[config.mk]
export PLATFORM = sky130hd
export DESIGN_NAME = fsm_bn
export DESIGN_NICKNAME = d
export VERILOG_FILES = /design/src/rtl/fsm_bn_pkg.sv /design/src/rtl/fsm_bn_ack_join.sv /design/src/rtl/fsm_bn.sv
export SDC_FILE = /design/constraint.sdc
export NUM_CORES = 1
export LEC_CHECK = 0
export BUFFER_PORTS_ARGS = -buffer_cell sky130_fd_sc_hd__buf_2
export CORE_MARGIN = 3
export CORE_UTILIZATION = 54
export CTS_CLUSTER_SIZE = 16
export DETAILED_ROUTE_END_ITERATION = 6
export MAX_ROUTING_LAYER = met4
export PLACE_DENSITY = 0.91
export SYNTH_ARGS = -nofsm -noshare
export SYNTH_HDL_FRONTEND = slang
export SYNTH_SLANG_ARGS = --single-unit
[constraint.sdc]
create_clock -name clk -period 2.2 [get_ports clk]
set_clock_uncertainty 0.15 [all_clocks]
set_input_delay 0.22 -clock clk [delete_from_list [all_inputs] [get_ports clk]]
set_output_delay 0.22 -clock clk [all_outputs]
set_load 0.05 [all_outputs]
[src/rtl/fsm_bn_pkg.sv]
// Shared types and default constants for the fsm_bn segment sequencer.
// The ERR state exists only when FSM_BN_TIMEOUT_EN is defined.
package fsm_bn_pkg;

    localparam int NCH_DEF     = 2;
    localparam int CNT_W_DEF   = 16;
    localparam int TMO_CYC_DEF = 255;

    typedef enum logic [2:0] {
        S_IDLE = 3'd0,
        S_INIT = 3'd1,
        S_LOAD = 3'd2,
        S_STEP = 3'd3,
        S_OUT  = 3'd4,
`ifdef FSM_BN_TIMEOUT_EN
        S_DONE = 3'd5,
        S_ERR  = 3'd6
`else
        S_DONE = 3'd5
`endif
    } state_t;

endpackage

[src/rtl/fsm_bn_ack_join.sv]
// Per-channel step-ack collector: latches acks while enabled and flags when
// every channel has answered (including acks arriving in the current cycle).
module ack_join #(
    parameter int NCH = 2
) (
    input  logic           clk,
    input  logic           rst,
    input  logic           i_en,
    input  logic [NCH-1:0] i_ack,
    output logic [NCH-1:0] o_pend,
    output logic           o_all_acked
);

    logic [NCH-1:0] r_seen;
    logic [NCH-1:0] w_seen_nxt;

    // Acks outside the enabled window are masked so they cannot pre-load the join.
    always_comb begin
        w_seen_nxt  = r_seen | (i_en ? i_ack : {NCH{1'b0}});
        o_pend      = ~w_seen_nxt;
        o_all_acked = i_en & (&w_seen_nxt);
    end

    // Seen bits clear on reset, on completion and whenever the join is idle.
    always_ff @(posedge clk) begin
        if (rst) begin
            r_seen <= {NCH{1'b0}};
        end else if (o_all_acked || !i_en) begin
            r_seen <= {NCH{1'b0}};
        end else begin
            r_seen <= w_seen_nxt;
        end
    end

endmodule

[src/rtl/fsm_bn.sv]
// Segment-drawing handshake sequencer: init unit, NCH Bresenham steppers and
// a downstream pixel port. Optional watchdog/ERR state via FSM_BN_TIMEOUT_EN.
module fsm_bn
    import fsm_bn_pkg::*;
#(
    parameter int NCH     = NCH_DEF,
    parameter int CNT_W   = CNT_W_DEF,
    parameter int TMO_CYC = TMO_CYC_DEF
) (
    input  logic             clk,
    input  logic             rst,
    input  logic             req_in,
    output logic             ack_in,
    output logic             req_init,
    input  logic             ack_init,
    output logic             init_br,
    output logic [NCH-1:0]   req_int,
    input  logic [NCH-1:0]   ack_int,
    output logic             req_out,
    input  logic             ack_out,
    input  logic             eoc,
    output logic             busy,
    output logic             done,
    output logic [CNT_W-1:0] step_cnt,
    output logic             err
);

    state_t         r_state;
    logic           r_eoc_seen;
    logic [NCH-1:0] w_pend;
    logic           w_all_acked;

    ack_join #(.NCH(NCH)) u_ack_join (
        .clk         (clk),
        .rst         (rst),
        .i_en        (r_state == S_STEP),
        .i_ack       (ack_int),
        .o_pend      (w_pend),
        .o_all_acked (w_all_acked)
    );

`ifdef FSM_BN_TIMEOUT_EN
    localparam int TW = (TMO_CYC > 1) ? $clog2(TMO_CYC + 1) : 1;

    logic [TW-1:0] r_wdog;
    logic          w_wait;
    logic          w_leave;
    logic          w_tmo;

    // A wait state times out only on a cycle where it would not have advanced anyway.
    always_comb begin
        w_wait  = (r_state == S_INIT) || (r_state == S_STEP) || (r_state == S_OUT);
        w_leave = ((r_state == S_INIT) && ack_init) ||
                  ((r_state == S_STEP) && w_all_acked) ||
                  ((r_state == S_OUT)  && ack_out);
        w_tmo   = w_wait && !w_leave && (r_wdog == TW'(TMO_CYC - 1));
    end

    // Watchdog counts cycles spent in the current wait state.
    always_ff @(posedge clk) begin
        if (rst) begin
            r_wdog <= {TW{1'b0}};
        end else if (w_wait && !w_leave && !w_tmo) begin
            r_wdog <= r_wdog + TW'(1);
        end else begin
            r_wdog <= {TW{1'b0}};
        end
    end
`else
    assign err = 1'b0;
`endif

    // Main sequencer; every output is registered here.
    always_ff @(posedge clk) begin
        if (rst) begin
            r_state    <= S_IDLE;
            r_eoc_seen <= 1'b0;
            ack_in     <= 1'b0;
            req_init   <= 1'b0;
            init_br    <= 1'b0;
            req_int    <= {NCH{1'b0}};
            req_out    <= 1'b0;
            busy       <= 1'b0;
            done       <= 1'b0;
            step_cnt   <= {CNT_W{1'b0}};
`ifdef FSM_BN_TIMEOUT_EN
            err        <= 1'b0;
`endif
        end else begin
            ack_in  <= 1'b0;
            init_br <= 1'b0;
            done    <= 1'b0;
            if (((r_state == S_STEP) || (r_state == S_OUT)) && eoc) begin
                r_eoc_seen <= 1'b1;
            end
            case (r_state)
                S_IDLE: begin
                    if (req_in) begin
                        ack_in   <= 1'b1;
                        req_init <= 1'b1;
                        busy     <= 1'b1;
                        step_cnt <= {CNT_W{1'b0}};
                        r_state  <= S_INIT;
                    end
                end
                S_INIT: begin
                    if (ack_init) begin
                        req_init <= 1'b0;
                        init_br  <= 1'b1;
                        r_state  <= S_LOAD;
                    end
                end
                S_LOAD: begin
                    req_int <= {NCH{1'b1}};
                    r_state <= S_STEP;
                end
                S_STEP: begin
                    if (w_all_acked) begin
                        req_int <= {NCH{1'b0}};
                        req_out <= 1'b1;
                        r_state <= S_OUT;
                    end else begin
                        req_int <= w_pend;
                    end
                end
                S_OUT: begin
                    if (ack_out) begin
                        req_out <= 1'b0;
                        if (step_cnt != {CNT_W{1'b1}}) begin
                            step_cnt <= step_cnt + CNT_W'(1);
                        end
                        if (r_eoc_seen || eoc) begin
                            done    <= 1'b1;
                            r_state <= S_DONE;
                        end else begin
                            req_int <= {NCH{1'b1}};
                            r_state <= S_STEP;
                        end
                    end
                end
                S_DONE: begin
                    r_eoc_seen <= 1'b0;
                    busy       <= 1'b0;
                    r_state    <= S_IDLE;
                end
`ifdef FSM_BN_TIMEOUT_EN
                S_ERR: begin
                    req_init <= 1'b0;
                    req_int  <= {NCH{1'b0}};
                    req_out  <= 1'b0;
                end
`endif
                default: begin
                    req_init <= 1'b0;
                    req_int  <= {NCH{1'b0}};
                    req_out  <= 1'b0;
                    busy     <= 1'b0;
                    r_state  <= S_IDLE;
                end
            endcase
`ifdef FSM_BN_TIMEOUT_EN
            if (w_tmo) begin
                err      <= 1'b1;
                req_init <= 1'b0;
                req_int  <= {NCH{1'b0}};
                req_out  <= 1'b0;
                init_br  <= 1'b0;
                r_state  <= S_ERR;
            end
`endif
        end
    end

endmodule

# Word level (Yosys, flattened, before mapping)
# Index checks and enable logic that the tools add are counted.
# classes
add_sub_neg,1
eq_ne,12
mux,25
bitwise,11
n_reduce_logical,23
# op_table
op,n
2-to-1 mux 16 bit,3
one-hot mux 16 bit (2 select lines),1
adder 16 x 1 -> 16 bit (second input constant),1
inequality test 16 bit (second input constant),1
2-to-1 mux 3 bit,5
one-hot mux 3 bit (5 select lines),1
OR reduction 4 bit,3
inequality test 2 bit (second input constant),5
AND reduction 3 bit,3
2-to-1 mux 2 bit,4
NOT 1 bit,8
one-hot mux 2 bit (4 select lines),1
AND reduction 4 bit,2
OR reduction 2 bit,4
2-to-1 mux 1 bit,7
equality test 3 x 2 -> 1 bit (second input constant),2
equality test 3 bit (second input constant),2
one-hot mux 1 bit (3 select lines),2
OR reduction 3 bit,2
AND reduction 2 bit,2
equality test 3 x 1 -> 1 bit (second input constant),1
logical NOT 3 bit,1
logical OR 1 bit,3
inequality test 2 x 1 -> 1 bit (second input constant),1
7 further kinds,7
# totals
reg_bits,30
inputBits,8
out_inout_bits,25
word_cells,83

# Logic depth before layout (Yosys ltp)
# logic_depth
word_depth,7
depth_mapped,5
depth_no_buf,5

# By module
# From an unflattened synthesis, not the netlist that was laid out.
# unflattened
cells_unflattened,200
area_unflattened_um2,1560.2
# modules_own_cells
module,n_inst,cells_per_inst,area_per_inst_um2,seq_area_each_um2
fsm_bn,1,190,1476.4,560.5
ack_join,1,10,83.8,40.0

# Worst setup path after synthesis
# OpenSTA, ideal clock, no wires.
# synth_timing
kind,register -> register
startpoint,reg step_cnt[4]
endpoint,reg step_cnt[12]
setup_time_ns,0.066
arrival_time_ns,1.968
slack_ns,0.016
path_stages_with_launch,6
path_buffers,1
period_less_slack_ns,2.184
path_cell_list,dfxtp_1 > nand4_2 > or2_0 > buf_2 > or4_4 > a21oi_2
# synth_between
elab_chain_len,4
word_cells_on_any_way,7
classes_between,add/sub (1); eq/ne (2); mux (3); reduce/logical (1)
# synth_rtl
element,line,rtl
start: declaration,fsm_bn.sv:24,"output logic [CNT_W-1:0] step_cnt,"
start signal: assignment,fsm_bn.sv:85,step_cnt <= {CNT_W{1'b0}};
start signal: assignment,fsm_bn.sv:102,step_cnt <= {CNT_W{1'b0}};
start signal: assignment,fsm_bn.sv:130,step_cnt <= step_cnt + CNT_W'(1);
adder 16 x 1 -> 16 bit,fsm_bn.sv:130,
2-to-1 mux 16 bit,fsm_bn.sv:129,if (step_cnt != {CNT_W{1'b1}}) begin
2-to-1 mux 16 bit,fsm_bn.sv:127,if (ack_out) begin
one-hot mux 16 bit (2 select lines),fsm_bn.sv:96,case (r_state)
# Parallel ways exist; a longest one is shown, timed or not. The select of a mux whose other input is x is not followed.
# A chain may end at the register's enable or synchronous reset.

# Worst setup path after layout
# layout_timing
startpoint,reg step_cnt[4]
endpoint,reg step_cnt[11]
# Same word-level chain as after synthesis.

==> impl_metrics.json <==
{
  "syn_inst": 185,
  "drt-total-wl_mm": 3.78,
  "vias": 1527,
  "cts_tree": "built",
  "drc": 0,
  "numPortBuffers": 31,
  "grt_pass1_vias": 1341,
  "avgViaCountPerCell": 6.08,
  "p_leak_uw": 0.000740,
  "slew_headroom_pct": 61.7,
  "min_to": "u_ack_join.r_seen[1]",
  "hold_depth": 3,
  "rsz0062_at_grt": "no",
  "worstSkewPairLatency_ns": 0.34,
  "async_flop_share_pct": 0,
  "multi_input_area_um2": 912,
  "core_area_um2": 2640,
  "endpoint_kind": "flop",
  "stdcell_count": 251,
  "setup_slack_ns": 0.246,
  "pre_cts_ws_ns": 0.252,
  "vdd_drop_max_mv": 0.614,
  "die_y_um": 60.1,
  "maxCapViolations": 0,
  "drive_gt1_share_pct": 25.8,
  "timing.rr.end": "step_cnt[11]",
  "io_pins": 33,
  "synthTopCellsByArea": "dfxtp_1, mux2i_1, nand2_1",
  "grt_pass1_wl_mm": 6.34,
  "row_count": 18,
  "post_cts_resized": 0,
  "gp_congestion": 0.903,
  "r2r-start": "step_cnt[4]",
  "synth-edff-count": 0,
  "yosysSeqAreaShare_pct": 38.0,
  "area_growth_pct": 16.4,
  "synthesis.area_um2": 1580,
  "tightest_slew_ns": 0.573,
  "ys_types": 47,
  "hp-class": "primary input to flop",
  "cts_setup_buffers": 0,
  "setup_violations": 0,
  "worstSetupPathType": "flop to flop",
  "hold_violations": 0,
  "grt-ovfl-total": 0,
  "synth-seq-cells": 30,
  "p_per_area_nw_per_um2": 612,
  "wl_per_cell_um": 15.1,
  "r2r.worst_path.cells": 4,
  "synth_top_area_share_pct": 38.0,
  "drtAntennaViolNets": 0,
  "muxShareOfSynthArea_pct": 7.12,
  "crit_arrival_ns": 2.08,
  "period_needed_ns": 1.95,
  "crit_fanout": 8,
  "yosysWarnings": 0,
  "first_pass_iters": 4,
  "cts.htree.levels": 2,
  "initial_core_util_pct": 60.0,
  "syn_area_per_cell_um2": 8.55,
  "syn_nets": 194,
  "filler_cell_count": 224,
  "cts_buffers": 5,
  "dieArea_um2": 3610,
  "worst_setup_path_start_kind": "flop",
  "r2r_slack_ns": 0.25,
  "drt_iter0_drc": 103,
  "clk_pin_slew_ns": 0.10,
  "critPathRequiredTime_ns": 2.32,
  "synth_top_family_by_area": "simple AND/OR/NAND/NOR gates",
  "grt_max_degree": 27,
  "maxSlewViolCount": 0,
  "clock.fmax_ghz": 0.512,
  "min_from": "ack_int[0]",
  "synthSimpleGateAreaFrac_pct": 31.3,
  "clockBufferDepth": 2,
  "synth-xor-area-share_pct": 0,
  "cts_num_sinks": 30,
  "layout.nets": 229,
  "cts_root_buf": "clkbuf_4",
  "die_w_um": 60.1,
  "diodes": 0,
  "placed_cells": 243,
  "setup_tns_ns": 0,
  "outcome": "finished clean",
  "synth_fa_ha_area_share_pct": 0.791,
  "regArea_um2": 601,
  "synth_area_leader_cell": "dfxtp_1",
  "synth_compound_area_share_pct": 18.2,
  "cts-hold-fix-buffers": 0,
  "min_period_over_period_pct": 88.8,
  "antenna_found_initial": 0,
  "dp_hpwl_mm": 2.66,
  "synth_flop_cell": "dfxtp_1",
  "grt_usage_pct": 24.3
}
## layout by cell type (no fill, tap or decap), types with 4 or more instances in the layout
| cell type | n |
|---|---|
| or3_1 | 8 |
| clkbuf_4 | 5 |
| dfxtp_1 | 30 |
| nor3_1 | 4 |
| nand2b_1 | 4 |
| nand2_1 | 19 |
| mux2i_1 | 9 |
| inv_1 | 6 |
| a211oi_1 | 6 |
| nor2b_1 | 4 |
| buf_2 | 31 |
| a21oi_1 | 10 |
| a21o_1 | 4 |
| o31ai_1 | 4 |
| nor4b_1 | 5 |
| nand3_1 | 6 |
| o21ai_0 | 7 |
| buf_4 | 7 |
| nor2_1 | 5 |
## report_power, final
part	switching, uW	internal, uW	total [uW]
Sequential	13.1	561	574
Combinational	136	69.7	206
Clock	192	155	347
Total	341	785	1130
## cell usage after synthesis, drive strengths merged (2+ instances only)
cell type and instances:
a211oi 6, a21o 4, a21oi 11, a221oi 3, a31oi 2, and2 3, and3 2, buf 5
clkbuf 5, dfxtp 30, inv 6, mux2 2, mux2i 9, nand2 19, nand2b 4, nand3 6
nand4 4, nor2 6, nor2b 4, nor3 6, nor4 3, nor4b 5, o21ai 7, o31ai 4
or2 4, or3 8, or4 4, or4b 2
## flip-flops by register name, indices dropped and copies added, names as in the netlist, 2 cells and up
name / cells
step_cnt: 16
req_int: 2
u_ack_join.r_seen: 2
r_state: 3
## per-stage QoR
stage / util (%) / power (uW) / hold slack [ns] / area (um^2)
after detailed placement: 67.6 / 789 / 0.318 / 1780
after global routing: 69.8 / 1170 / 0.0271 / 1840
after global placement: 67.6 / 786 / 0.315 / 1780
final: 69.8 / 1130 / 0.0163 / 1840
after floorplan: - / 735 / 0.212 / 1580
after CTS: 69.8 / 1120 / 0.0165 / 1840
## critical path, stage by stage (launching register included)
cell	delay, ns
dfxtp_1	0.46
nand4_2	0.20
nor3_2	0.47
or4b_1	0.48
a21oi_1	0.14
## cell type report
cell class / instances / share of cell area [%]
Multi-Input combinational cell: 139 / 49.6
Sequential cell: 30 / 32.6
Timing Repair Buffer: 38 / 11.3
Clock buffer: 7 / 2.99
Tap cell: 30 / 2.04
Inverter: 6 / 1.22
Clock inverter: 1 / 0.272
## worst max-delay path by stage
stage | depth (start not counted) | slack [ns] | from | to
CTS | 4 | 0.24 | step_cnt[4] | step_cnt[11]
global route | 4 | 0.01 | step_cnt[4] | step_cnt[11]
detailed placement | 4 | 0.25 | step_cnt[4] | step_cnt[11]
global placement | 4 | 0.30 | step_cnt[4] | step_cnt[0]
finish | 4 | 0.25 | step_cnt[4] | step_cnt[11]
floorplan | 5 | 0.02 | step_cnt[4] | step_cnt[12]
## cells by family after synthesis
kind of cell	after synthesis
and+or+nand+nor	83
AOI/OAI and AO/OA	43
DFF	30
buffers and inverters	16
muxes	11
adders and majority gates	1
other	1
## routing by layer
layer	track usage (%)	share of wire [%]	routed length [um]	vias up
met3	6.05	5.5	209	4
met4	10.1	1.3	49	0
met5	-	0	0	-
met2	36.0	47	1760	41
li1	-	-	-	763
met1	31.4	46	1760	719
Power figures use the tool's default switching activity.
